===== config.mk =====
export PLATFORM = sky130hd
export DESIGN_NAME = pwm_scheduler
export DESIGN_NICKNAME = d
export VERILOG_FILES = /design/src/rtl/pwm_pkg.sv /design/src/rtl/pwm_prescaler.sv /design/src/rtl/pwm_scheduler.sv
export SDC_FILE = /design/constraint.sdc
export NUM_CORES = 1
export LEC_CHECK = 0
export CAP_MARGIN = 15
export CELL_PAD_IN_SITES_DETAIL_PLACEMENT = 1
export CELL_PAD_IN_SITES_GLOBAL_PLACEMENT = 1
export CORE_AREA = 2 2 105 81
export DETAILED_ROUTE_END_ITERATION = 12
export DIE_AREA = 0 0 107 83
export DONT_BUFFER_PORTS = 1
export PLACE_DENSITY_LB_ADDON = 0.1
export SLEW_MARGIN = 20
export SYNTH_ARGS = -nofsm -noshare
export SYNTH_HDL_FRONTEND = slang
export SYNTH_HIERARCHICAL = 1
export SYNTH_SLANG_ARGS = --single-unit

===== constraint.sdc =====
create_clock -name clk -period 2.8 [get_ports clk]
set_input_delay 0.56 -clock clk [delete_from_list [all_inputs] [get_ports clk]]
set_output_delay 0.56 -clock clk [all_outputs]
set_load 0.005 [all_outputs]

===== src/rtl/pwm_pkg.sv =====
// Shared types and constants for the PWM output scheduler.
package pwm_pkg;

    typedef enum logic [0:0] {
        IDLE,
        RUN
    } state_e;

    localparam int unsigned PWM_CNT_W = 8;
    localparam logic [PWM_CNT_W-1:0] DUTY_FULL = 8'hFF;
    localparam int unsigned NUM_OUT = 16;

endpackage


===== src/rtl/pwm_prescaler.sv =====
// Divides the system clock into a one-clock PWM tick every CLK_DIV clocks.
module pwm_prescaler #(
    parameter int unsigned CLK_DIV = 12
) (
    input  logic clk,
    input  logic rst,
    input  logic en,
    input  logic clr,
    output logic tick
);

    localparam int unsigned DIV_W = (CLK_DIV > 1) ? $clog2(CLK_DIV) : 1;
    localparam logic [DIV_W-1:0] DIV_LAST = DIV_W'(CLK_DIV - 1);

    logic [DIV_W-1:0] div_q;

    assign tick = en && (div_q == DIV_LAST);

    always_ff @(posedge clk) begin
        if (rst || clr) begin
            div_q <= '0;
        end else if (en) begin
            div_q <= tick ? '0 : div_q + 1'b1;
        end
    end

endmodule


===== src/rtl/pwm_scheduler.sv =====
// Drives the 16 chip outputs from double-buffered enable/duty config; config
// only takes effect at PWM period boundaries so each period is glitch-free.
module pwm_scheduler
    import pwm_pkg::*;
#(
    parameter int unsigned CLK_DIV = 12,
    parameter int unsigned CNT_W   = PWM_CNT_W
) (
    input  logic               clk,
    input  logic               rst,
    input  logic [7:0]         en_reg_out_7_0,
    input  logic [7:0]         en_reg_out_15_8,
    input  logic [7:0]         en_reg_pwm_7_0,
    input  logic [7:0]         en_reg_pwm_15_8,
    input  logic [CNT_W-1:0]   pwm_duty_cycle,
    input  logic               cfg_update,
    output logic [NUM_OUT-1:0] out,
    output logic               period_start,
    output logic               busy
);

    state_e             state_q;
    logic [CNT_W-1:0]   cnt_q;
    logic [CNT_W-1:0]   duty_s_q;
    logic [NUM_OUT-1:0] en_out_s_q;
    logic [NUM_OUT-1:0] en_pwm_s_q;
    logic [NUM_OUT-1:0] out_q;
    logic               pending_q;
    logic               period_start_q;

    logic [NUM_OUT-1:0] live_en_out;
    logic [NUM_OUT-1:0] live_en_pwm;
    logic [NUM_OUT-1:0] pin_d;
    logic               lvl;
    logic               tick;
    logic               boundary;
    logic               reload;

    assign live_en_out = {en_reg_out_15_8, en_reg_out_7_0};
    assign live_en_pwm = {en_reg_pwm_15_8, en_reg_pwm_7_0};

    pwm_prescaler #(
        .CLK_DIV(CLK_DIV)
    ) u_prescaler (
        .clk (clk),
        .rst (rst),
        .en  (state_q == RUN),
        .clr (state_q == IDLE),
        .tick(tick)
    );

    assign boundary = tick && (cnt_q == {CNT_W{1'b1}});
    // A cfg_update landing on the boundary itself is applied right away.
    assign reload   = boundary && (pending_q || cfg_update);

    // Full-scale duty is forced high so 0xFF has no 1/256 dropout.
    always_comb begin
        pin_d = '0;
        lvl   = (duty_s_q == DUTY_FULL) || (cnt_q < duty_s_q);
        for (int i = 0; i < int'(NUM_OUT); i++) begin
            pin_d[i] = en_out_s_q[i] && (!en_pwm_s_q[i] || lvl);
        end
    end

    always_ff @(posedge clk) begin
        if (rst) begin
            state_q        <= IDLE;
            cnt_q          <= '0;
            duty_s_q       <= '0;
            en_out_s_q     <= '0;
            en_pwm_s_q     <= '0;
            out_q          <= '0;
            pending_q      <= 1'b0;
            period_start_q <= 1'b0;
        end else begin
            period_start_q <= 1'b0;
            unique case (state_q)
                IDLE: begin
                    out_q <= '0;
                    cnt_q <= '0;
                    if (live_en_out != '0) begin
                        en_out_s_q     <= live_en_out;
                        en_pwm_s_q     <= live_en_pwm;
                        duty_s_q       <= pwm_duty_cycle;
                        pending_q      <= 1'b0;
                        state_q        <= RUN;
                        period_start_q <= 1'b1;
                    end
                end
                RUN: begin
                    out_q <= pin_d;
                    if (tick) begin
                        cnt_q <= cnt_q + 1'b1;
                    end
                    if (cfg_update) begin
                        pending_q <= 1'b1;
                    end
                    if (reload) begin
                        en_out_s_q <= live_en_out;
                        en_pwm_s_q <= live_en_pwm;
                        duty_s_q   <= pwm_duty_cycle;
                        pending_q  <= 1'b0;
                    end
                    if (reload && (live_en_out == '0)) begin
                        state_q <= IDLE;
                        out_q   <= '0;
                        cnt_q   <= '0;
                    end else if (boundary) begin
                        period_start_q <= 1'b1;
                    end
                end
                default: state_q <= IDLE;
            endcase
        end
    end

    assign out          = out_q;
    assign period_start = period_start_q;
    assign busy         = (state_q == RUN);

endmodule


==> Yosys cells after proc, flatten, opt, wreduce, memory -nomap -nowiden <==
Index checks and enable logic that the tools add are counted.
W data, S select, Z words.
{ "totals": {"regBits": 71, "elab_cells": 104, "input_bits": 43, "out_inout_bits": 18} }
{ "op_classes": {"reduce_logical": 59, "n_lt_le_gt_ge": 1, "n_eq_ne": 7, "addsub": 2, "bitwise": 1, "mux": 25} }
{ "ops": {"columns": ["operator", "n"], "rows": [
  ["$pmux W16 S2", 3],
  ["$mux W16", 5],
  ["$mux W8", 4],
  ["$pmux W8 S2", 2],
  ["$logic_and A1 B1 Y1", 20],
  ["$logic_or A1 B1 Y1", 19],
  ["$eq A8 B8 Y1 const B", 2],
  ["$logic_not A1 Y1", 16],
  ["$logic_not A16 Y1", 1],
  ["$reduce_bool A16 Y1", 1],
  ["$add A8 B1 Y8 const B", 1],
  ["$lt A8 B8 Y1", 1],
  ["$mux W1", 7],
  ["$pmux W1 S2", 3],
  ["$add A4 B1 Y4 const B", 1],
  ["$eq A4 B4 Y1 const B", 1],
  ["$mux W4", 1],
  ["$reduce_and A2 Y1", 2],
  ["$ne A3 B1 Y1 const B", 1],
  ["$ne A3 B2 Y1 const B", 1],
  ["$ne A2 B1 Y1 const B", 1],
  ["$ne A2 B2 Y1 const B", 1],
  ["$not A1 Y1", 1]
]} }

==> Depth between registers and ports, before layout <==
Gate-level depths: netlist of the first run.
{ "depth": {"word_depth": 7, "depth_mapped": 8} }

==> Hierarchy <==
Netlist of the first run, hierarchy kept.
{ "by_module_without_submodules": {"columns": ["mod", "cells_per_inst", "instances", "seq_area_each_um2", "area_each_um2"], "rows": [
  ["pwm_scheduler", 330, 1, 1341.3, 3260.6],
  ["pwm_prescaler", 18, 1, 80.1, 192.7]
]} }

==> Worst setup path after synthesis of the first run <==
No wires, ideal clock.
{ "synth_path": {"kind": "register -> register", "from": "reg u_prescaler.div_q[0]", "to": "reg duty_s_q[0]", "path_slack_ns": 0.800, "n_path_buf": 2, "required_ns": 2.729, "path_stages_with_launch": 9, "t_arrival_ns": 1.929, "path_cell_list": "dfxtp_1 > ha_1 > and4b_4 > buf_6 > nand4_4 > o41ai_4 > buf_6 > o211ai_2 > a21oi_2"} }
{ "synth_via": {"elab_chain_cells": 6} }
{ "synth_rtl": {"columns": ["element", "line", "rtl"], "rows": [
  ["start, declared", "pwm_prescaler.sv:15", "logic [DIV_W-1:0] div_q;"],
  ["start signal, assigned", "pwm_prescaler.sv:23", "div_q <= tick ? '0 : div_q + 1'b1;"],
  ["$eq A4 B4 Y1", "pwm_prescaler.sv:17", "assign tick = en && (div_q == DIV_LAST);"],
  ["$logic_and A1 B1 Y1", "pwm_prescaler.sv:17", null],
  ["via tick", "pwm_scheduler.sv:35", "logic tick;"],
  ["$logic_and A1 B1 Y1", "pwm_scheduler.sv:52", "assign boundary = tick && (cnt_q == {CNT_W{1'b1}});"],
  ["$logic_and A1 B1 Y1", "pwm_scheduler.sv:54", "assign reload = boundary && (pending_q || cfg_update);"],
  ["$ne A2 B1 Y1 (no line)", null, null],
  ["$reduce_and A2 Y1 (no line)", null, null],
  ["end signal, assigned", "pwm_scheduler.sv:84", "duty_s_q <= pwm_duty_cycle;"],
  ["end signal, assigned", "pwm_scheduler.sv:101", "duty_s_q <= pwm_duty_cycle;"],
  ["end, declared", "pwm_scheduler.sv:24", "logic [CNT_W-1:0] duty_s_q;"]
]} }
The timed path passes the listed nets, and every way through them passes these cells.
A chain may end at the register's enable or synchronous reset.

==> Final worst setup path of the first run <==
{ "layout_path": {"from": "reg u_prescaler.div_q[0]", "to": "reg en_pwm_s_q[13]"} }
{ "layout_via": {"elab_chain_cells": 6} }
{ "layout_rtl": {"columns": ["element", "line", "rtl"], "rows": [
  ["$eq A4 B4 Y1", "pwm_prescaler.sv:17", null],
  ["$logic_and A1 B1 Y1", "pwm_prescaler.sv:17", null],
  ["via tick", "pwm_scheduler.sv:35", null],
  ["$logic_and A1 B1 Y1", "pwm_scheduler.sv:52", null],
  ["$logic_and A1 B1 Y1", "pwm_scheduler.sv:54", null],
  ["$ne A2 B1 Y1 (no line)", null, null],
  ["$reduce_and A2 Y1 (no line)", null, null],
  ["end signal, assigned", "pwm_scheduler.sv:83", "en_pwm_s_q <= live_en_pwm;"],
  ["end signal, assigned", "pwm_scheduler.sv:100", "en_pwm_s_q <= live_en_pwm;"],
  ["end, declared", "pwm_scheduler.sv:26", "logic [NUM_OUT-1:0] en_pwm_s_q;"]
]} }
The timed path passes the listed nets, and every way through them passes these cells.

==> results.sh, run 1 <==
export IMPL_grt_max_degree=54
export IMPL_multi_input_area_sq_um=1740
export IMPL_grt_pass1_vias=2791
export IMPL_area_growth_syn_to_layout_pct=7.68
export IMPL_synth_nets=400
export IMPL_hold_violations=0
export IMPL_final_nets=389
export IMPL_clockBufferDepth=2
export IMPL_ios=61
export IMPL_die_area_sq_um=8880
export IMPL_hp_class="in -> reg"
export IMPL_max_cap_violations=0
export IMPL_die_h_um=83
export IMPL_core_sq_um=7810
export IMPL_cts_tree="built"
export IMPL_arrival_ns=2.58
export IMPL_ys_warn_count=6
export IMPL_grtUsageMet1_pct=29.4
export IMPL_clkSlewWorstSetupHoldPaths_ns=0.08
export IMPL_path_max_fanout=23
export IMPL_ys_ff_latch=71
export IMPL_startpoint_type="register"
export IMPL_outcome="finished, final reports clean"
export IMPL_holdCritStartpoint="rst"
export IMPL_viasPerCell=5.95
export IMPL_cts_inserted_buffers=9
export IMPL_post_cts_buffers=0
export IMPL_r2r_slack_ns=0.50
export IMPL_htreeDepth=3
export IMPL_skew_ns=0.0101
export IMPL_setup_tns_ns=0
export IMPL_max_vdd_ir_drop_mv=0.299
export IMPL_critPathKind="reg -> reg"
export IMPL_fin_crit_ns=2.30
export IMPL_worstReg2RegEnd="en_pwm_s_q[13]"
export IMPL_holdPathEnd="en_pwm_s_q[0]"
export IMPL_r2r_start="u_prescaler/div_q[0]"
export IMPL_clock_sinks=71
export IMPL_fmax_mhz=434
export IMPL_globalRouteMet3Util_pct=5.89
export IMPL_relSlewSlack_pct=48.7
export IMPL_grt_use_met2_pct=34.0
export IMPL_fp_dieW_um=107
export IMPL_first_pass_iters=4
export IMPL_synthCells=348
export IMPL_reg2regPathDepth=7
export IMPL_final_common_cell="dfxtp_1"
export IMPL_fin_area_sq_um=3720
export IMPL_fin_util_pct=47.6
export IMPL_seqCellArea_sq_um=1420
export IMPL_drt_total_wl_um=9220
export IMPL_top_usage_layer="met2"
export IMPL_gr_total_overflow=0
export IMPL_dr_first_iter_drc_count=107
export IMPL_most_common_layout_cells="dfxtp_1 (70), nand3_1 (41), inv_1 (31)"
export IMPL_route_detailed_drc=0
export IMPL_dp_hpwl_um=6110
export IMPL_clockRootBuffer="clkbuf_8"
export IMPL_port_buffer_count=0
export IMPL_postRouteAntennaNets=0
export IMPL_whs_ns=0.279
export IMPL_place_area_sq_um=3490
export IMPL_track_usage_pct=21.7
export IMPL_start_util_pct=44.2
export IMPL_rsz0062_at_grt="false"
export IMPL_synth_yosys_seq_area_share_pct=41.2
export IMPL_slew_viol_final=0
export IMPL_whs_path_depth=1
export IMPL_gp_congestion=0.773
export IMPL_ctsHoldBuffers=0
export IMPL_p_per_area_nw_per_um2=588
export IMPL_vias=2660
export IMPL_syn_avg_cell_area_sq_um=9.92
export IMPL_worst_slew_pin_transition_ns=0.769
export IMPL_end_kind="register"
export IMPL_fill_cells=889
export IMPL_antenna_cells=0
export IMPL_ys_types=41
export IMPL_rows=28
export IMPL_cts_resized_gates=0
export IMPL_syn_area_sq_um=3450
export IMPL_grt_pass1_wl_um=15000
export IMPL_p_leak_nw=1.27
export IMPL_crit_required_ns=3.08
export IMPL_antenna_found_initial=0
export IMPL_setup_violations=0
export IMPL_wire_per_inst_um=20.6
export IMPL_clk_latency_ns=0.34
export IMPL_final_min_period_over_clock_period_pct=82.2
export IMPL_drive_gt1_share_pct=26.9
==> synthesized netlist by cell type <==
master / instances / share of area [%]
xor2_1: 3 / 0.76
a21oi_1: 17 / 2.5
buf_4: 5 / 1.1
o211ai_1: 14 / 3.0
nand4_1: 5 / 0.91
o21ai_0: 1 / 0.14
and4b_4: 1 / 0.40
nand4b_1: 1 / 0.25
a21oi_2: 28 / 7.1
or3b_1: 1 / 0.25
nor2_1: 12 / 1.3
a41o_1: 1 / 0.29
buf_1: 1 / 0.11
nand4_2: 1 / 0.36
nor3_1: 4 / 0.58
and4_1: 2 / 0.51
mux2i_1: 3 / 0.87
a311oi_1: 16 / 4.1
ha_1: 9 / 3.3
a211oi_2: 1 / 0.36
o41ai_1: 1 / 0.25
a211oi_1: 3 / 0.65
inv_1: 31 / 3.4
o221ai_1: 1 / 0.25
o22a_1: 1 / 0.25
nand2b_1: 2 / 0.36
o311ai_4: 1 / 0.76
and3_1: 1 / 0.18
a41oi_1: 1 / 0.25
o211ai_2: 28 / 10
xnor2_1: 3 / 0.76
nand2_1: 5 / 0.54
nor4_2: 4 / 1.4
nor4_1: 1 / 0.18
o41ai_4: 1 / 0.80
buf_6: 5 / 1.6
nand4_4: 1 / 0.62
dfxtp_1: 71 / 41
buf_2: 4 / 0.58
nand3_1: 41 / 5.9
clkbuf_1: 16 / 1.7
==> kinds of logic (layout without fill, tap and decap cells) <==
logic type / count (synthesis) / in the layout / share of synthesized area, %
AOI/OAI and AO/OA: 115 / 115 / 30.8
xor gates and xnor gates: 6 / 6 / 1.52
adders and majority gates: 9 / 9 / 3.26
buffers and inverters: 62 / 56 / 8.51
DFF: 71 / 71 / 41.2
muxes: 3 / 3 / 0.870
and+or+nand+nor: 82 / 82 / 13.8
==> cell type report <==
cell class | instances | share of cell area [%]
sequential | 71 | 38.3
clock buffer | 10 | 3.70
inverter | 31 | 3.13
multi-input combinational | 215 | 46.7
tap | 105 | 3.53
timing repair buffer | 9 | 2.15
clock inverter | 6 | 2.49
==> how the worst max path moves through the flow <==
stage,startpoint,slack (ns),endpoint,cells past startpoint
global route,u_prescaler/div_q[0],0.37,en_pwm_s_q[13],7
detailed placement,u_prescaler/div_q[0],0.51,en_pwm_s_q[13],7
global placement,u_prescaler/div_q[0],0.59,en_pwm_s_q[13],7
floorplan,u_prescaler/div_q[0],0.80,duty_s_q[0],8
CTS,u_prescaler/div_q[0],0.50,en_pwm_s_q[13],7
finish,u_prescaler/div_q[0],0.50,en_pwm_s_q[13],7
==> per-layer routing <==
metal | up-vias | wire [um]
met5 | - | 0
met4 | 0 | 72
met3 | 6 | 430
met2 | 60 | 4290
met1 | 1320 | 4430
li1 | 1274 | -
==> critical path: stages, from the launching register on <==
cell and delay (ns):
dfxtp_1 0.38, ha_1 0.20, and4b_4 0.34, nand4_4 0.14, o41ai_4 0.36, buf_4 0.41, o211ai_1 0.22, a21oi_1 0.18
==> state kept, by name, indices dropped and copies added, names as in the netlist <==
register and cells:
en_out_s_q 16, en_pwm_s_q 16, busy 1, cnt_q 8, u_prescaler/div_q 4, period_start 1, out 16, duty_s_q 8
pending_q 1
==> through the flow <==
| stage | total power, mW | cells | worst slack, ns |
|---|---|---|---|
| detailed placement | 1.28 | 431 | 0.515 |
| global placement | 1.28 | 431 | 0.590 |
| CTS | 2.21 | 447 | 0.502 |
| global route | 2.29 | 447 | 0.374 |
| floorplan | 1.25 | 348 | 0.800 |
| finish | 2.19 | 447 | 0.498 |
==> where the power goes <==
part	internal (mW)	switching (mW)	leakage, nW
registers	1.05	0.0258	0.581
clock network	0.530	0.400	0.109
logic	0.0689	0.112	0.580
No activity file was read; power rests on OpenSTA's default activity.
==> run 2: changes to the inputs <==
--- a/config.mk
+++ b/config.mk
@@ -8,9 +8,9 @@
 export CAP_MARGIN = 15
 export CELL_PAD_IN_SITES_DETAIL_PLACEMENT = 1
 export CELL_PAD_IN_SITES_GLOBAL_PLACEMENT = 1
-export CORE_AREA = 2 2 105 81
+export CORE_AREA = 2 2 106 82
 export DETAILED_ROUTE_END_ITERATION = 12
-export DIE_AREA = 0 0 107 83
+export DIE_AREA = 0 0 108 84
 export DONT_BUFFER_PORTS = 1
 export PLACE_DENSITY_LB_ADDON = 0.1
 export SLEW_MARGIN = 20
==> constraint.sdc (replaced) <==
create_clock -name clk -period 2.1 [get_ports clk]
set_input_delay 0.42 -clock clk [delete_from_list [all_inputs] [get_ports clk]]
set_output_delay 0.42 -clock clk [all_outputs]
set_load 0.005 [all_outputs]
==> results.sh, run 2 (synthesis results as in run 1) <==
export IMPL_cts_tree="built"
export IMPL_grt_pass1_wl_um=15100
export IMPL_fin_crit_ns=2.01
export IMPL_dr_first_iter_drc_count=100
export IMPL_p_leak_nw=1.37
export IMPL_rows=29
export IMPL_intPower_mw=2.19
export IMPL_final_common_cell="dfxtp_1"
export IMPL_fmax_mhz=498
export IMPL_clkSlewWorstSetupHoldPaths_ns=0.08
export IMPL_swShare_pct=25.5
export IMPL_antenna_found_initial=0
export IMPL_clkPwrFrac_pct=41.9
export IMPL_area_growth_syn_to_layout_pct=12.4
export IMPL_end_kind="register"
export IMPL_drt_total_wl_um=9620
export IMPL_clockBufferDepth=2
export IMPL_max_cap_violations=0
export IMPL_p_per_area_nw_per_um2=759
export IMPL_antenna_cells=0
export IMPL_p_switching_mw=0.752
export IMPL_path_max_fanout=7
export IMPL_vias=2727
export IMPL_grt_max_degree=49
export IMPL_most_common_layout_cells="dfxtp_1 (68), nand3_1 (41), inv_1 (31)"
export IMPL_die_area_sq_um=9070
export IMPL_skew_ns=0.0198
export IMPL_viasPerCell=5.89
export IMPL_p_comb_share_pct=9.4
export IMPL_postRouteAntennaNets=0
export IMPL_dp_hpwl_um=6330
export IMPL_final_nets=402
export IMPL_htreeDepth=3
export IMPL_setup_ws_ns=0.0930
export IMPL_clk_latency_ns=0.35
export IMPL_final_min_period_over_clock_period_pct=95.6
export IMPL_slowest_stage="dfxtp_2"
export IMPL_crit_required_ns=2.39
export IMPL_setup_tns_ns=0
export IMPL_route_detailed_drc=0
export IMPL_fp_dieW_um=108
export IMPL_ctsHoldBuffers=0
export IMPL_startpoint_type="register"
export IMPL_pwr_share_seq_pct=48.7
export IMPL_fin_util_pct=47.5
export IMPL_slowest_delay_ns=0.36
export IMPL_gp_congestion=0.780
export IMPL_cts_inserted_buffers=9
export IMPL_port_buffer_count=0
export IMPL_hp_class="in -> reg"
export IMPL_outcome="finished, final reports clean"
export IMPL_slew_viol_final=0
export IMPL_drive_gt1_share_pct=29.9
export IMPL_relSlewSlack_pct=67.1
export IMPL_setup_violations=0
export IMPL_grt_pass1_vias=2780
export IMPL_track_usage_pct=21.6
export IMPL_max_vdd_ir_drop_mv=0.358
export IMPL_wire_per_inst_um=20.8
export IMPL_clock_sinks=71
export IMPL_critPathKind="reg -> reg"
export IMPL_fill_cells=921
export IMPL_ios=61
export IMPL_worst_slew_pin_transition_ns=0.489
export IMPL_pre_cts_slack_ns=0.00322
export IMPL_core_sq_um=8160
export IMPL_die_h_um=84
export IMPL_first_pass_iters=4
export IMPL_clockRootBuffer="clkbuf_8"
export IMPL_start_util_pct=42.3
export IMPL_cp_cell_sequence="ha_1, and4b_4, nand4_4, o41ai_4, buf_6, buf_4, o211ai_2, a21oi_2"
export IMPL_gr_total_overflow=0
export IMPL_arrival_ns=2.29
export IMPL_hold_violations=0
==> run 2: cell types whose count changed in the layout (fill, tap and decap cells not counted), moves of 2 or more <==
cell / previous run / this run
dfxtp_2: 1 / 3
dfxtp_1: 70 / 68
buf_4: 8 / 14
clkinvlp_4: 2 / 0
buf_12: 1 / 4
buf_6: 0 / 2
==> run 2: area by class of cell <==
class / count / area, sq um / area share [%]
multi-input cells: 215 / 1740 / 44.8
flip-flops and latches: 71 / 1430 / 36.7
repair buffers: 22 / 248 / 6.38
well taps: 108 / 135 / 3.48
clock buffers: 10 / 128 / 3.29
inverters: 31 / 116 / 3.00
clock inverters: 6 / 91.3 / 2.35
==> run 2: stage by stage <==
step / hold slack, ns / cells / total power, mW / cell area (sq um)
final: 0.122 / 463 / 2.95 / 3880
after global routing: 0.0990 / 463 / 3.07 / 3880
after CTS: 0.107 / 459 / 2.97 / 3830
after detailed placement: 0.431 / 443 / 1.73 / 3610
after global placement: 0.423 / 443 / 1.73 / 3610
after floorplan: 0.409 / 348 / 1.67 / 3450
==> run 2: power by group through the flow <==
stage | clock network [mW] | logic [mW] | registers, mW
after floorplan | 0 | 0.213 | 1.45
after global routing | 1.33 | 0.305 | 1.44
after global placement | 0 | 0.262 | 1.46
after detailed placement | 0 | 0.269 | 1.47
final | 1.23 | 0.278 | 1.43
after CTS | 1.26 | 0.270 | 1.43
==> run 2: what timing repair did <==
| action | in CTS | in global routing |
|---|---|---|
| setup endpoints to repair | 1 | 34 |
| gates resized for setup | 0 | 5 |
| buffers inserted | 0 | 2 |
| cloned | 0 | 2 |
| pin swaps | 0 | 2 |
==> run 2: layer usage <==
layer	global-route usage, %	wire length [um]
met1	29.8	4550
met2	34.1	4380
met3	5.70	606
met4	4.55	82
met5	0	0
==> run 2: path summary, 6_finish.rpt <==
path,startpoint,endpoint,slack [ns],cells past startpoint
hold / removal,rst,en_pwm_s_q[2],0.12,1
hold reg to reg,en_out_s_q[6],out[6],0.44,2
setup / recovery,u_prescaler/div_q[1],duty_s_q[6],0.09,8
setup reg to reg,u_prescaler/div_q[1],duty_s_q[6],0.09,8
==> run 2: worst max-delay path: cells and delay by family, from the launching register on <==
family	cells	cell delay, ns
AOI/OAI and AO/OA	3	0.66
adders and majority gates	1	0.17
buffers and inverters	2	0.35
DFF	1	0.36
and+or+nand+nor	2	0.40
